**src/rtl/pb_debounce_multi.sv**
```systemverilog
// Multi-channel push-button debouncer: synchronises raw button levels, qualifies
// level changes over STABLE_CNT enabled samples, and emits press/release/long pulses.

module pb_debounce_ch #(
   parameter int STABLE_CNT = 4,
   parameter int LONG_CNT   = 1000,
   parameter bit ACTIVE_LOW = 1'b1
) (
   input  logic clk,
   input  logic rst,
   input  logic ce,
   input  logic pb_raw,
   output logic level_o,
   output logic press_o,
   output logic rel_o,
   output logic long_o
);

   localparam int SW = (STABLE_CNT > 1) ? $clog2(STABLE_CNT + 1) : 1;
   localparam int LW = (LONG_CNT > 1) ? $clog2(LONG_CNT + 1) : 1;
   localparam logic [SW-1:0] STABLE_LAST = SW'(STABLE_CNT - 1);
   localparam logic [LW-1:0] LONG_MAX    = LW'(LONG_CNT);

   logic          pressed_raw;
   logic          sync1_q, sync2_q;
   logic [SW-1:0] stab_q, stab_d;
   logic [LW-1:0] hold_q, hold_d;
   logic          level_q, level_d;
   logic          press_q, press_d;
   logic          rel_q, rel_d;
   logic          long_q, long_d;

   assign pressed_raw = pb_raw ^ ACTIVE_LOW;

   // Synchroniser runs every clk; only the qualification logic honours ce.
   always_ff @(posedge clk or posedge rst) begin
      if (rst) begin
         sync1_q <= 1'b0;
         sync2_q <= 1'b0;
         stab_q  <= '0;
         hold_q  <= '0;
         level_q <= 1'b0;
         press_q <= 1'b0;
         rel_q   <= 1'b0;
         long_q  <= 1'b0;
      end else begin
         sync1_q <= pressed_raw;
         sync2_q <= sync1_q;
         stab_q  <= stab_d;
         hold_q  <= hold_d;
         level_q <= level_d;
         press_q <= press_d;
         rel_q   <= rel_d;
         long_q  <= long_d;
      end
   end

   always_comb begin
      stab_d  = stab_q;
      hold_d  = hold_q;
      level_d = level_q;
      press_d = 1'b0;
      rel_d   = 1'b0;
      long_d  = 1'b0;

      if (ce) begin
         if (sync2_q == level_q) begin
            stab_d = '0;
         end else if (stab_q == STABLE_LAST) begin
            level_d = sync2_q;
            stab_d  = '0;
            press_d = sync2_q;
            rel_d   = ~sync2_q;
         end else begin
            stab_d = stab_q + 1'b1;
         end
      end

      // Hold counter saturates, so the long pulse fires once per press.
      if (!level_q) begin
         hold_d = '0;
      end else if (ce && (hold_q != LONG_MAX)) begin
         hold_d = hold_q + 1'b1;
         long_d = (hold_q == (LONG_MAX - 1'b1));
      end
   end

   assign level_o = level_q;
   assign press_o = press_q;
   assign rel_o   = rel_q;
   assign long_o  = long_q;

endmodule

module pb_debounce_multi #(
   parameter int N_CH       = 4,
   parameter int STABLE_CNT = 4,
   parameter int LONG_CNT   = 1000,
   parameter bit ACTIVE_LOW = 1'b1
) (
   input  logic            clk,
   input  logic            rst,
   input  logic            ce,
   input  logic [N_CH-1:0] pb_in,
   output logic [N_CH-1:0] pb_level,
   output logic [N_CH-1:0] pb_press,
   output logic [N_CH-1:0] pb_release,
   output logic [N_CH-1:0] pb_long
);

   for (genvar g = 0; g < N_CH; g++) begin : g_ch
      pb_debounce_ch #(
         .STABLE_CNT (STABLE_CNT),
         .LONG_CNT   (LONG_CNT),
         .ACTIVE_LOW (ACTIVE_LOW)
      ) u_ch (
         .clk     (clk),
         .rst     (rst),
         .ce      (ce),
         .pb_raw  (pb_in[g]),
         .level_o (pb_level[g]),
         .press_o (pb_press[g]),
         .rel_o   (pb_release[g]),
         .long_o  (pb_long[g])
      );
   end

endmodule

```
**config.mk**
```make
export PLATFORM = sky130hd
export DESIGN_NAME = pb_debounce_multi
export DESIGN_NICKNAME = d
export VERILOG_FILES = /design/src/rtl/pb_debounce_multi.sv
export SDC_FILE = /design/constraint.sdc
export NUM_CORES = 1
export LEC_CHECK = 0
export CAP_MARGIN = 5
export CELL_PAD_IN_SITES_DETAIL_PLACEMENT = 1
export CELL_PAD_IN_SITES_GLOBAL_PLACEMENT = 1
export CORE_ASPECT_RATIO = 1.2
export CORE_UTILIZATION = 47
export DETAILED_ROUTE_END_ITERATION = 16
export GPL_TIMING_DRIVEN = 1
export PLACE_DENSITY = 0.88
export RECOVER_POWER = 25
export SLEW_MARGIN = 25
export SYNTH_ARGS = -nofsm -noshare
export SYNTH_HDL_FRONTEND = slang
export SYNTH_SLANG_ARGS = --single-unit
export TNS_END_PERCENT = 10
```
**constraint.sdc**
```tcl
create_clock -name clk -period 3.2 [get_ports clk]
set_input_delay 0.48 -clock clk [delete_from_list [all_inputs] [get_ports clk]]
set_output_delay 0.48 -clock clk [all_outputs]
set_load 0.1 [all_outputs]
```
# Word-level counts from Yosys, hierarchy flattened
# Cells that the tools add are included.
# totals
input_bits,7
latch_bits,0
output_inout_bits,16
ff_bits,76
mem_bits_rw,0
romBits,0
n_memories,0
# classes
n_addsub,8
reduce_logical,8
bitwise_logic,12
div,0
mux,48
mul,0
shift,0
order_cmp,0
n_eq_ne,20
# op_table
cell,n
10-bit two-way mux,8
"10-bit by 1-bit adder with 10-bit output, second input constant",4
"10-bit == test, second input constant",4
"10-bit != test, second input constant",4
1-bit two-way mux,32
3-bit two-way mux,8
"3-bit by 1-bit adder with 3-bit output, second input constant",4
"3-bit by 2-bit == test with 1-bit output, second input constant",4
1-bit inverter,12
3-bit AND reduction,4
"2-bit != test, second input constant",4
1-bit == test,4
1-bit logical AND,4

# Depth between registers and ports, before layout
# logic_depth
ltp_word,4
depth_mapped,5

# Cells and area by module
# A second synthesis with hierarchy kept.
# unflattened
cells_unflattened,364
area_unflattened_um2,3723.6
# modules_own_cells
module,area_each_um2,cells_each,instances
pb_debounce_ch,930.9,91,4

# Least setup slack after synthesis
# Ideal clock, no wire load.
# synth_path
path_type,reg-to-reg
start,reg g_ch[3].u_ch.hold_q[0]
end,reg g_ch[3].u_ch.hold_q[6]
path_slack_ps,1781
stages_incl_launch_ff,5
arrival_time_ps,1353
setup_ps,66
path_buffers,0
required_ps,3134
period_less_slack_ps,1419
path_cell_list,dfrtp_1 > ha_1 > nand4_2 > or4b_1 > nand2_1
# synth_via
elab_chain_cells,3
elab_cells_between_ends,6
classes_between,add/sub: 1; eq/ne: 2; mux: 2; reduce/logical: 1
# synth_lines
item,line,rtl
start: declaration,27,"logic [LW-1:0] hold_q, hold_d;"
start signal: assignment,50,hold_q <= hold_d;
10-bit by 1-bit adder with 10-bit output / 10-bit != test (equally long branches),"83, 82",
10-bit two-way mux / 1-bit logical AND (equally long branches),82,end else if (ce && (hold_q != LONG_MAX)) begin
10-bit two-way mux / 2-bit != test (equally long branches),--,
# Parallel ways exist; a longest one is shown, timed or not. The select of a mux whose other input is x is not followed.
# A chain may end at the register's enable or synchronous reset.

==> flow_metrics.py <==
metrics = {
    "timing": {
        "tns_ps": 0,
        "setup_viol": 0,
        "hold_viol": 0,
        "maxSlewHeadroom_pct": -25.64,
        "fin_crit_sh_pct": 72.87,
        "fin_worst_skew_ps": 6.797,
        "grt_setup_unrepaired": "no",
        "timing.fmax_mhz": 428.9,
        "timing.final.crit_period_ps": 2332,
        "worstMarginPinSlew_ps": 1885,
        "finalMaxSlewViolations": 77,
    },
    "setup_path": {
        "rrSetupSlack_ps": 1510,
        "path_cells": "dlygate4sd3_1 -> clkinv_1 -> clkbuf_2",
        "startpoint_type": "input pin",
        "worst_path_max_delay_cell": "clkbuf_2",
        "critPathCaptureType": "async pin",
        "slowest_delay_ps": 1340,
        "critPathMaxFanout": 76,
        "required_ps": 3310,
        "worstPathArrival_ps": 2440,
        "path_class": "in -> async",
    },
    "synthesis": {
        "synth_mux_area_share_pct": 1.403,
        "synthCells": 387,
        "synth_top_area_cell": "dfrtp_1",
        "synth_cell_type_count": 50,
        "yosysSeqAreaShare_pct": 48.45,
        "syn_area_per_cell_sq_um": 10.14,
        "async_flop_share_pct": 100.0,
        "synth_top_area_share_pct": 48.45,
        "synthTopCellsByArea": "dfrtp_1 (48%), ha_1 (3.8%), or4_1 (3.6%), nand2_1 (3.2%), buf_4 (3.1%)",
        "synth_fp_nets": 406,
        "synth_fa_ha_area_share_pct": 3.825,
        "synthXorXnorAreaFrac_pct": 2.678,
        "ys_ff_latch": 76,
        "synth_top_family_by_area": "simple AND/OR/NAND/NOR gates",
        "synth_ff_type": "dfrtp_1",
        "syn-cell-area_sq_um": 3925,
        "yosysWarnings": 0,
        "synth_compound_area_share_pct": 12.62,
        "synth-edff-count": 0,
        "synthSimpleGateAreaFrac_pct": 23.97,
    },
    "job": {
        "maxCapViolCount": 1,
    },
    "hold_path": {
        "hold_path_class": "reg -> reg",
    },
    "floorplanning": {
        "die_h_um": 102.1,
        "core_sq_um": 8108,
        "num_io_pins": 23,
        "fp-row-count": 36,
        "initial_core_util_pct": 48.41,
        "die_w_um": 85.42,
        "die-area_sq_um": 8722,
    },
    "clocking": {
        "cts_inserted_buffers": 9,
        "ctsHoldBuffers": 0,
        "clk_latency_ps": 360,
        "postCtsSetupRepairBufs": 0,
        "cts_resized": 0,
        "clockRootBuffer": "clkbuf_8",
        "tritoncts": "built",
        "numClockSinks": 76,
        "clockBufferDepth": 2,
        "path_clk_slew_ps": 80,
        "h-tree-depth": 3,
    },
    "layout": {
        "final_nets": 412,
        "fin_util_pct": 52.73,
        "layout_commonest_cell": "dfrtp_1",
        "syn2layout_area_growth_pct": 8.926,
        "antenna_cells": 0,
        "drive_above_1_share_pct": 8.794,
        "final_area_sq_um": 4275,
        "num-fill-cells": 886,
        "layout_common_cells": "dfrtp_1 (76), nand2_1 (33), inv_1 (21)",
    },
    "grt": {
        "grt_pass1_wl_um": 14350,
        "grt_antenna_before_repair": 0,
        "grt_pass1_vias": 2986,
        "grt-ovfl-total": 0,
        "grt_max_degree": 77,
        "grt_usage_pct": 21.07,
    },
    "placed_design": {
        "hpwl_um": 5535,
        "gp_congestion": 0.7517,
        "port_buffers": 22,
        "placed_cell_area_sq_um": 4103,
    },
    "power": {
        "p_per_area_nw_per_um2": 621.9,
        "peakVddDrop_mv": 0.2157,
        "cellLeakagePower_nw": 1.761,
        "p_total_mw": 2.659,
    },
    "routing": {
        "num_vias": 2939,
        "drc_errors": 0,
        "detail_route.vias_per_cell": 5.961,
        "drt_iter0_markers": 109,
        "wl_um": 8490,
        "avgRoutedWirePerCell_um": 17.22,
        "drt_pass1_iterations": 4,
        "antenna_left": 0,
    },
    "status": {
        "violations": "capacitance limit, slew limit",
        "outcome": "finished with violations",
    },
}
## registers in the layout, summed over array words and instances, names as in the netlist
register	cells
g_ch.u_ch.sync2_q	4
g_ch.u_ch.hold_q	40
g_ch.u_ch.stab_q	12
g_ch.u_ch.rel_o	4
g_ch.u_ch.level_o	4
g_ch.u_ch.long_o	4
g_ch.u_ch.sync1_q	4
g_ch.u_ch.press_o	4
## power by group
part	internal [mW]	total, mW	switching, mW
logic	0.242	0.686	0.443
registers	1.07	1.28	0.211
clock network	0.323	0.694	0.371
## per-stage QoR
| stage | hold slack [ps] | setup WS [ps] | instances |
|---|---|---|---|
| global placement | 332.2 | 852.7 | 477 |
| CTS | 363.3 | 843.5 | 493 |
| detailed placement | 341.2 | 771.3 | 477 |
| global route | 370.4 | 512.7 | 493 |
| floorplan | 331.2 | 781.7 | 387 |
| finish | 360.5 | 868.2 | 493 |
## routing by layer
metal | vias to the layer above | GRT usage (%) | wire length [um]
met3 | 17 | 4.927 | 142
met1 | 1492 | 25.09 | 3796
met5 | - | 0 | 0
li1 | 1399 | - | -
met4 | 0 | 10.51 | 233
met2 | 31 | 35.94 | 4317
## path summary, 6_finish.rpt
path	start	end	cells past startpoint
max	rst	g_ch[2].u_ch.hold_q[8]	3
min	g_ch[1].u_ch.sync1_q	g_ch[1].u_ch.sync2_q	0
max in group clk	g_ch[1].u_ch.long_o	pb_long[1]	1
min reg2reg	g_ch[1].u_ch.sync1_q	g_ch[1].u_ch.sync2_q	0
max reg2reg	g_ch[1].u_ch.level_o	g_ch[1].u_ch.hold_q[2]	3
min in group asynchronous	rst	g_ch[1].u_ch.hold_q[3]	3
## cells in the mapped netlist, drive strengths merged (2+ instances only)
cell type and instances:
mux2 4, xnor2 7, nand3 21, xor2 5, or4b 2, and3b 3, a21boi 8, nand3b 5
o21a 3, a21o 3, o2111ai 3, nor3b 6, or3 8, a22oi 2, nor4 3, ha 12
buf 22, nor2b 2, o21ai 19, clkbuf 8, o2bb2ai 4, nand2b 8, and3 4, nand4 15
nand4b 3, inv 22, a31oi 2, or4 19, nor3 6, dfrtp 76, clkinv 2, o211ai 3
nand2 33, a21oi 13, o31ai 12, nor2 8, and2 4, and4b 2
## cell type report
| type | instances | area [sq um] | share of cell area (%) |
|---|---|---|---|
| inverter | 24 | 90.09 | 2.107 |
| clock buffer | 11 | 151.4 | 3.541 |
| tap | 95 | 118.9 | 2.780 |
| multi-input combinational | 257 | 1747 | 40.85 |
| clock inverter | 5 | 36.28 | 0.8487 |
| timing repair buffer | 25 | 230.2 | 5.385 |
| sequential | 76 | 1902 | 44.48 |
## kinds of logic (layout without fill, tap and decap cells)
kind of cell | after synthesis | count (layout)
XOR/XNOR | 12 | 12
multiplexers | 5 | 5
flip-flops | 76 | 76
AO/OA/AOI/OAI | 75 | 75
AND/OR/NAND/NOR | 153 | 153
adder cells (fa/ha/maj) | 12 | 12
buffers and inverters | 54 | 65
## worst max-delay path, delay by kind of cell
family | cells | cell delay (ps)
buffers and inverters | 3 | 1920
(Power assumes the default switching activity.)
